===== src/rtl/alu_result_buffer_if.sv =====
// Handshake and data bundle between the ALU, alu_result_buffer and the bus/control side.
// The slave modport is the buffer; the master modport is the producer/consumer environment.
interface alu_result_buffer_if #(
  parameter int WIDTH = 32,
  parameter int DEPTH = 2
);
  logic [WIDTH-1:0]         in_lo;
  logic [WIDTH-1:0]         in_hi;
  logic                     in_carry;
  logic                     in_valid;
  logic                     in_ready;
  logic [WIDTH-1:0]         out_lo;
  logic [WIDTH-1:0]         out_hi;
  logic                     out_zero;
  logic                     out_neg;
  logic                     out_carry;
  logic                     out_valid;
  logic                     out_ready;
  logic [$clog2(DEPTH):0]   count;

  modport slave (
    input  in_lo, in_hi, in_carry, in_valid, out_ready,
    output in_ready, out_lo, out_hi, out_zero, out_neg, out_carry, out_valid, count
  );

  modport master (
    output in_lo, in_hi, in_carry, in_valid, out_ready,
    input  in_ready, out_lo, out_hi, out_zero, out_neg, out_carry, out_valid, count
  );
endinterface


===== src/rtl/alu_result_buffer.sv =====
// In-order ALU result queue (ZHI/ZLO + zero/neg/carry flags) replacing the single Z register.
// Define ALU_RESULT_BYPASS_EN to let a word pass straight through when the queue is empty.
module alu_result_buffer #(
  parameter int WIDTH = 32,
  parameter int DEPTH = 2
) (
  input  logic                clock,
  input  logic                clear,
  alu_result_buffer_if.slave  bus
);
  localparam int AW = $clog2(DEPTH);
  localparam int CW = AW + 1;

  typedef struct packed {
    logic [WIDTH-1:0] hi;
    logic [WIDTH-1:0] lo;
    logic             carry;
    logic             zero;
    logic             neg;
  } entry_t;

  // Handshake: a push happens on in_valid && in_ready, a pop on out_valid && out_ready;
  // in_ready depends only on the registered count, never on out_ready.
  entry_t          mem [DEPTH];
  entry_t          last_q;
  entry_t          in_entry;
  entry_t          head;
  logic [AW-1:0]   wr_ptr;
  logic [AW-1:0]   rd_ptr;
  logic [CW-1:0]   count_q;
  logic            empty;
  logic            full;
  logic            push;
  logic            pop;
  logic            bypass_take;
  logic            out_valid_c;

  always_comb begin
    in_entry       = '0;
    in_entry.hi    = bus.in_hi;
    in_entry.lo    = bus.in_lo;
    in_entry.carry = bus.in_carry;
    in_entry.zero  = (bus.in_lo == '0);
    in_entry.neg   = bus.in_lo[WIDTH-1];
  end

  assign empty = (count_q == '0);
  assign full  = (count_q == CW'(DEPTH));

  // last_q keeps the most recently consumed word so an empty buffer holds its outputs.
  always_comb begin
    head        = last_q;
    out_valid_c = 1'b0;
    bypass_take = 1'b0;
`ifdef ALU_RESULT_BYPASS_EN
    out_valid_c = !empty || bus.in_valid;
    bypass_take = empty && bus.in_valid && bus.out_ready;
    if (!empty) begin
      head = mem[rd_ptr];
    end else if (bus.in_valid) begin
      head = in_entry;
    end
`else
    out_valid_c = !empty;
    if (!empty) begin
      head = mem[rd_ptr];
    end
`endif
  end

  assign push = bus.in_valid && !full && !bypass_take;
  assign pop  = !empty && bus.out_ready;

  always_ff @(posedge clock) begin
    if (clear) begin
      wr_ptr  <= '0;
      rd_ptr  <= '0;
      count_q <= '0;
      last_q  <= '0;
    end else begin
      if (push) begin
        wr_ptr <= wr_ptr + 1'b1;
      end
      if (pop) begin
        rd_ptr <= rd_ptr + 1'b1;
        last_q <= mem[rd_ptr];
      end else if (bypass_take) begin
        last_q <= in_entry;
      end
      if (push && !pop) begin
        count_q <= count_q + 1'b1;
      end else if (pop && !push) begin
        count_q <= count_q - 1'b1;
      end
    end
  end

  // Storage itself needs no reset: clearing the pointers and count discards every entry.
  always_ff @(posedge clock) begin
    if (push && !clear) begin
      mem[wr_ptr] <= in_entry;
    end
  end

  assign bus.in_ready  = !full;
  assign bus.out_valid = out_valid_c;
  assign bus.out_lo    = head.lo;
  assign bus.out_hi    = head.hi;
  assign bus.out_zero  = head.zero;
  assign bus.out_neg   = head.neg;
  assign bus.out_carry = head.carry;
  assign bus.count     = count_q;
endmodule

===== src/flat_wrapper.sv =====
// flat-port wrapper written by rule: the top's interface ports become plain ports
module alu_result_buffer_flat 
#(
  parameter int WIDTH = 32,
  parameter int DEPTH = 2
)
  (clock, clear, bus_in_lo, bus_in_hi, bus_in_carry, bus_in_valid, bus_out_ready, bus_in_ready, bus_out_lo, bus_out_hi, bus_out_zero, bus_out_neg, bus_out_carry, bus_out_valid, bus_count);
  alu_result_buffer_if #(.WIDTH(WIDTH), .DEPTH(DEPTH)) bus_i ();
  input  logic clock;
  input  logic clear;
  input wire logic [$bits(bus_i.in_lo)-1:0] bus_in_lo;
  input wire logic [$bits(bus_i.in_hi)-1:0] bus_in_hi;
  input wire logic [$bits(bus_i.in_carry)-1:0] bus_in_carry;
  input wire logic [$bits(bus_i.in_valid)-1:0] bus_in_valid;
  input wire logic [$bits(bus_i.out_ready)-1:0] bus_out_ready;
  output wire logic [$bits(bus_i.in_ready)-1:0] bus_in_ready;
  output wire logic [$bits(bus_i.out_lo)-1:0] bus_out_lo;
  output wire logic [$bits(bus_i.out_hi)-1:0] bus_out_hi;
  output wire logic [$bits(bus_i.out_zero)-1:0] bus_out_zero;
  output wire logic [$bits(bus_i.out_neg)-1:0] bus_out_neg;
  output wire logic [$bits(bus_i.out_carry)-1:0] bus_out_carry;
  output wire logic [$bits(bus_i.out_valid)-1:0] bus_out_valid;
  output wire logic [$bits(bus_i.count)-1:0] bus_count;
  assign bus_i.in_lo = bus_in_lo;
  assign bus_i.in_hi = bus_in_hi;
  assign bus_i.in_carry = bus_in_carry;
  assign bus_i.in_valid = bus_in_valid;
  assign bus_i.out_ready = bus_out_ready;
  assign bus_in_ready = bus_i.in_ready;
  assign bus_out_lo = bus_i.out_lo;
  assign bus_out_hi = bus_i.out_hi;
  assign bus_out_zero = bus_i.out_zero;
  assign bus_out_neg = bus_i.out_neg;
  assign bus_out_carry = bus_i.out_carry;
  assign bus_out_valid = bus_i.out_valid;
  assign bus_count = bus_i.count;
  alu_result_buffer #(.WIDTH(WIDTH), .DEPTH(DEPTH)) u_core (.clock(clock), .clear(clear), .bus(bus_i));
endmodule

===== config.mk =====
export PLATFORM = sky130hd
export DESIGN_NAME = alu_result_buffer_flat
export DESIGN_NICKNAME = d
export VERILOG_FILES = /design/src/rtl/alu_result_buffer_if.sv /design/src/rtl/alu_result_buffer.sv /design/src/flat_wrapper.sv
export SDC_FILE = /design/constraint.sdc
export NUM_CORES = 1
export LEC_CHECK = 0
export ABC_AREA = 1
export CAP_MARGIN = 10
export CORE_MARGIN = 5
export CORE_UTILIZATION = 30
export DETAILED_ROUTE_END_ITERATION = 16
export HOLD_SLACK_MARGIN = 0.08
export SYNTH_ARGS = -nofsm -noshare
export SYNTH_HDL_FRONTEND = slang
export SYNTH_SLANG_ARGS = --single-unit
export TNS_END_PERCENT = 10

===== constraint.sdc =====
create_clock -name clock -period 10.7 [get_ports clock]
set_clock_uncertainty 0.05 [all_clocks]
set_input_delay 1.605 -clock clock [delete_from_list [all_inputs] [get_ports clock]]
set_output_delay 1.605 -clock clock [all_outputs]
set_load 0.01 [all_outputs]

==> reports/qor.log, run 1 <==
[synth] post-synthesis cell area 8370 um2
[synth] main area contributors after synthesis sky130_fd_sc_hd__edfxtp_1 (47%), sky130_fd_sc_hd__nand2_1 (19%), sky130_fd_sc_hd__dfxtp_1 (17%)
[timing] worst slew pin tran 0.901 ns
[synth] cell taking the most area after synthesis sky130_fd_sc_hd__edfxtp_1
[setup_path] required time at the worst-slack endpoint 9.05 ns
[clock_network] number of levels the H-tree was split into 1
[power_and_ir_drop] leakage power total 4.12 nW
[timing] min Tclk post-route 4.51 ns
[clock_network] total of hold buffers inserted after clock tree synthesis 0
[global_routing] largest net degree at the start of global routing 99
[drt] number of vias after detailed routing 6200
[synth] leading cell type by number of instances after synthesis sky130_fd_sc_hd__nand2_1
[timing] Setup TNS Final 0 ns
[global_routing] vias in the first global route 6041
[global_routing] total global-route track usage 0.125
[clock_network] master cell of the clock root buffer sky130_fd_sc_hd__clkbuf_16
[drt] via-per-instance ratio 4.33
[timing] unrepaired setup endpoints after global routing false
[timing] number of failing setup endpoints in the final timing report 0
[synth] per-instance average area after synthesis 9.15 um2
[synth] Synth top area share 0.474
[setup_path] Setup crit end kind output pin
[drt] Residual DRC 0
[placed_design] post-DP HPWL 11700 um
[timing] Slew HR 0.399
[drt] 1st-iter DRT viols 279
[die] # rows 61
[synth] number of enable flip-flop cells after synthesis 132
[die] die extent in x 177 um
[timing] number of hold violations in the final report 0
[die] Initial Utilization 0.303
[clock_network] clock sink total 203
[synth] share of synthesized area occupied by flip-flops and latches 0.644
[die] area of the die 31300 um2
[finish] Area growth syn-to-layout 28.5%
[die] DIE HEIGHT 177 um
[drt] post-detailed-routing wire length 19800 um
[finish] fill cell instance count of the final layout 2779
[drt] antenna viol nets, final 0
[setup_path] crit path max fanout 98
[die] number of placed I/O pins 140
[timing] final worst-path cycle share 0.421
[global_routing] first-pass GRT wire length 31300 um
[synth] Synth Flop Type sky130_fd_sc_hd__edfxtp_1
[placed_design] IO buf count 139
[clock_network] Clock Tree Buf Depth 3
[global_routing] antenna violations before repair 0
[setup_path] arrival time at the worst endpoint 2.85 ns
[drt] routed len/inst 13.8 um
[synth] warning count from the yosys run 0
[clock_network] buffers inserted during post-CTS setup optimization 0
[timing] final count of pins violating max slew 0
[finish] final instance count without filler cells 1431
[synth] most frequent cells after synthesis sky130_fd_sc_hd__nand2_1 (416), sky130_fd_sc_hd__edfxtp_1 (132), sky130_fd_sc_hd__inv_1 (74)
[worst_hold_path] kind of path behind the tightest hold check reg2reg
[synth] unique cell type count in the Yosys netlist 22
[power_and_ir_drop] Max rail drop VDD 179 uV
[synth] total nets after synthesis 984
[clock_network] number of gates resized after cts 0
[setup_path] critical path type reg2out
[setup_path] crit start category flop
[finish] antenna diode count 0
[power_and_ir_drop] total power after layout 2.72 mW
[timing] post-route setup slack 6.19 ns
[drt] number of optimization iterations in the first detailed-route pass 4
[clock_network] clock buffers created by TritonCTS 24
[synth] Async SR Flop Fraction 0
[finish] fraction of layout cells with a size suffix above 1 0.0484
[synth] number of standard cells after synthesis 914
[placed_design] worst setup slack before clock tree synthesis 6.63 ns
[die] Placeable Area 27600 um2
[timing] Min Hold Slack 0.412 ns
[flow_run] Max Cap Violations 0
[placed_design] Final GP Congestion 0.712
[timing] highest attainable clock frequency 222 MHz
[finish] Nets 1106
[placed_design] instance count after placement with tap cells included 1388
[synth] number of synthesized register bits 203
[clock_network] TritonCTS clock tree yes
[power_and_ir_drop] Power Dens Cells 253 nW/um2
[clock_network] clk_lat worst skew 0.51 ns
[global_routing] aggregate global routing overflow 0
[clock_network] clock transition time at the flip-flop clock pins of the worst setup and hold paths 0.06 ns
[outcome] run status finished, final reports clean
[setup_path] r2r setup slk 7.74 ns
==> where the power goes <==
group | internal, mW | switching (mW) | total [mW]
clock network | 0.455 | 0.303 | 0.758
registers | 0.937 | 0.0463 | 0.984
logic | 0.406 | 0.574 | 0.980
==> cell usage in the layout (no fill, tap or decap) <==
cell type                         count
sky130_fd_sc_hd__nor2_1              25
sky130_fd_sc_hd__inv_2                1
sky130_fd_sc_hd__inv_1               74
sky130_fd_sc_hd__ha_1                 1
sky130_fd_sc_hd__clkbuf_16           24
sky130_fd_sc_hd__nand2_2              2
sky130_fd_sc_hd__a21oi_1             68
sky130_fd_sc_hd__dfxtp_4              1
sky130_fd_sc_hd__nor2_4               3
sky130_fd_sc_hd__dfxtp_1             70
sky130_fd_sc_hd__clkbuf_1             4
sky130_fd_sc_hd__clkinv_8             1
sky130_fd_sc_hd__buf_4                9
sky130_fd_sc_hd__o21ai_0             65
sky130_fd_sc_hd__nor3_2               1
sky130_fd_sc_hd__nand2_1            416
sky130_fd_sc_hd__clkinv_1             5
sky130_fd_sc_hd__nand4_1              1
sky130_fd_sc_hd__clkinv_2             4
sky130_fd_sc_hd__clkdlybuf4s50_1    138
sky130_fd_sc_hd__nand3_1              1
sky130_fd_sc_hd__clkbuf_8             3
sky130_fd_sc_hd__clkinvlp_4           1
sky130_fd_sc_hd__o21ai_1              2
sky130_fd_sc_hd__bufinv_16            1
sky130_fd_sc_hd__edfxtp_1           132
==> metal layers <==
| layer | vias to the layer above | routed length (um) | global-route usage |
|---|---|---|---|
| li1 | 3169 | - | - |
| met1 | 2872 | 8440 | 0.152 |
| met2 | 127 | 9830 | 0.223 |
| met3 | 32 | 1010 | 0.0254 |
| met4 | 0 | 509 | 0.0368 |
| met5 | - | 0 | 0 |
==> through the flow <==
| step | cell area (um2) | util |
|---|---|---|
| global placement | 10000 | 0.362 |
| global route | 10800 | 0.389 |
| finish | 10800 | 0.389 |
| floorplan | 8370 | - |
| CTS | 10800 | 0.389 |
| detailed placement | 10000 | 0.362 |
==> layout make-up <==
cell class | count | area (um2) | share of cell area
Clock buffer | 31 | 657 | 0.0611
Inverter | 75 | 282 | 0.0262
Tap cell | 378 | 473 | 0.0440
Multi-Input combinational cell | 585 | 2410 | 0.224
Clock inverter | 12 | 92.6 | 0.00861
Timing Repair Buffer | 147 | 1450 | 0.135
Sequential cell | 203 | 5390 | 0.501
==> flip-flops by register name, indices dropped and copies added (netlist names), named ones only <==
signal and cells:
u_core.wr_ptr 1, u_core.bus.count 2, u_core.rd_ptr 1, u_core.last_q 66
u_core.mem 132
==> path summary, 6_finish.rpt <==
path / start / endpoint / cells after the start
setup / recovery: flop / bus_out_hi[31] / 6
hold / removal: u_core.last_q[50] / u_core.last_q[50] / 2
setup reg to reg: u_core.bus.count[1] / u_core.bus.count[1] / 11
hold reg to reg: u_core.last_q[50] / u_core.last_q[50] / 2
==> critical path: stages, from the launching register on <==
cell,delay (ns)
sky130_fd_sc_hd__dfxtp_4,0.54
sky130_fd_sc_hd__buf_4,0.76
sky130_fd_sc_hd__nand2_1,0.10
sky130_fd_sc_hd__o21ai_0,0.14
sky130_fd_sc_hd__nand2_1,0.08
sky130_fd_sc_hd__nand2_1,0.11
sky130_fd_sc_hd__clkdlybuf4s50_1,0.54
==> cells by family (layout without fill, tap and decap cells) <==
kind of cell / Yosys count / in the layout / share of synthesized area
simple gates: 449 / 449 / 0.204
buf+inv: 126 / 265 / 0.0701
flops: 203 / 203 / 0.644
fa+ha+maj: 1 / 1 / 0.00150
compound gates: 135 / 135 / 0.0808
(Power assumes the default switching activity.)
==> run 2, diff against run 1 <==
- clock period: 10.7 -> 3.7 ns (I/O delays scaled with it)
==> reports/qor.log, run 2 (synthesis results as in run 1) <==
[outcome] run status finished, final reports clean
[timing] post-route setup slack 0.557 ns
[clock_network] number of gates resized after cts 0
[die] Initial Utilization 0.303
[die] number of placed I/O pins 140
[drt] post-detailed-routing wire length 20600 um
[placed_design] Final GP Congestion 0.750
[finish] commonest cells after routing, fill and taps aside sky130_fd_sc_hd__nand2_1 (416), sky130_fd_sc_hd__clkdlybuf4s50_1 (138), sky130_fd_sc_hd__edfxtp_1 (132)
[drt] 1st-iter DRT viols 415
[finish] fraction of layout cells with a size suffix above 1 0.0547
[clock_network] buffers inserted during post-CTS setup optimization 0
[power_and_ir_drop] Power Dens Cells 735 nW/um2
[die] Placeable Area 27600 um2
[placed_design] post-DP HPWL 12800 um
[die] DIE HEIGHT 177 um
[power_and_ir_drop] leakage power total 4.16 nW
[die] area of the die 31300 um2
[drt] number of optimization iterations in the first detailed-route pass 5
[finish] register name with the most flops u_core.mem
[finish] post-layout utilization of the core 0.393
[drt] via-per-instance ratio 4.36
[clock_network] clock sink total 203
[timing] worst slew pin tran 0.793 ns
[setup_path] arrival time at the worst endpoint 2.54 ns
[power_and_ir_drop] Max rail drop VDD 296 uV
[drt] number of vias after detailed routing 6268
[timing] unrepaired setup endpoints after global routing false
[clock_network] clk_lat worst skew 0.50 ns
[drt] antenna viol nets, final 0
[placed_design] IO buf count 139
[clock_network] clock transition time at the flip-flop clock pins of the worst setup and hold paths 0.05 ns
[finish] most common library cell in the layout ignoring fill and taps sky130_fd_sc_hd__nand2_1
[timing] number of hold violations in the final report 0
[setup_path] Setup crit end kind output pin
[setup_path] required time at the worst-slack endpoint 3.09 ns
[drt] routed len/inst 14.3 um
[setup_path] crit path max fanout 36
[clock_network] TritonCTS clock tree yes
[clock_network] master cell of the clock root buffer sky130_fd_sc_hd__clkbuf_16
[clock_network] number of levels the H-tree was split into 1
[flow_run] Max Cap Violations 0
[timing] highest attainable clock frequency 318 MHz
[clock_network] clock buffers created by TritonCTS 24
[timing] Setup TNS Final 0 ns
[placed_design] worst setup slack before clock tree synthesis 1.01 ns
[timing] final worst-path cycle share 0.850
[clock_network] total of hold buffers inserted after clock tree synthesis 0
[global_routing] vias in the first global route 6073
[global_routing] antenna violations before repair 0
[die] die extent in x 177 um
[global_routing] first-pass GRT wire length 32100 um
[timing] Slew HR 0.471
[timing] final count of pins violating max slew 0
[global_routing] total global-route track usage 0.129
[timing] min Tclk post-route 3.14 ns
[drt] Residual DRC 0
[setup_path] critical path type reg2out
[global_routing] largest net degree at the start of global routing 66
[global_routing] aggregate global routing overflow 0
[timing] number of failing setup endpoints in the final timing report 0
[finish] Nets 1112
[clock_network] Clock Tree Buf Depth 3
[finish] flip-flop count of the largest register, all copies and words added 132
[finish] antenna diode count 0
[finish] Area growth syn-to-layout 29.8%
[die] # rows 61
[setup_path] crit start category flop
[worst_hold_path] kind of path behind the tightest hold check reg2reg
-- run 2: layout make-up --
type / count / area, um2
fill: 2753 / 16800
sequential: 203 / 5390
multi-input combinational: 585 / 2420
timing repair buffer: 153 / 1540
clock buffer: 38 / 714
tap: 378 / 473
inverter: 75 / 282
clock inverter: 6 / 38.8
-- run 2: power by group --
part / switching, mW / internal, mW / total [mW]
Sequential: 0.168 / 2.71 / 2.88
Combinational: 1.66 / 1.24 / 2.90
Clock: 0.878 / 1.32 / 2.20
Total: 2.71 / 5.27 / 7.98
-- run 2: per-layer routing --
layer | vias to the layer above | track usage | routed length [um]
li1 | 3181 | - | -
met1 | 2903 | 0.167 | 9090
met2 | 156 | 0.222 | 9920
met3 | 28 | 0.0244 | 1120
met4 | 0 | 0.0332 | 433
met5 | - | 0 | 0
-- run 2: final timing paths --
path | start | end | slack (ns) | cells after the start
max | u_core.bus.count[1] | bus_out_lo[11] | 0.56 | 5
min | u_core.last_q[1] | u_core.last_q[1] | 0.41 | 2
max reg2reg | u_core.bus.count[0] | u_core.last_q[66] | 1.37 | 7
min reg2reg | u_core.last_q[1] | u_core.last_q[1] | 0.41 | 2
-- run 2: per-stage QoR --
stage                     total power [mW]  instances  cell area, um2  hold WS [ns]
final                                 7.98       1438           10900         0.413
after global routing                  8.49       1438           10900         0.429
after CTS                             8.12       1438           10900         0.414
after detailed placement              5.88       1394           10100         0.405
after global placement                5.87       1394           10100         0.402
after floorplan                       4.47        914            8380         0.394
-- run 2: critical path: stages, from the launching register on --
cell and delay (ns):
sky130_fd_sc_hd__dfxtp_1 0.36, sky130_fd_sc_hd__nor2_4 0.40, sky130_fd_sc_hd__buf_4 0.51, sky130_fd_sc_hd__nand2_1 0.11
sky130_fd_sc_hd__nand2_1 0.10, sky130_fd_sc_hd__clkdlybuf4s50_1 0.54
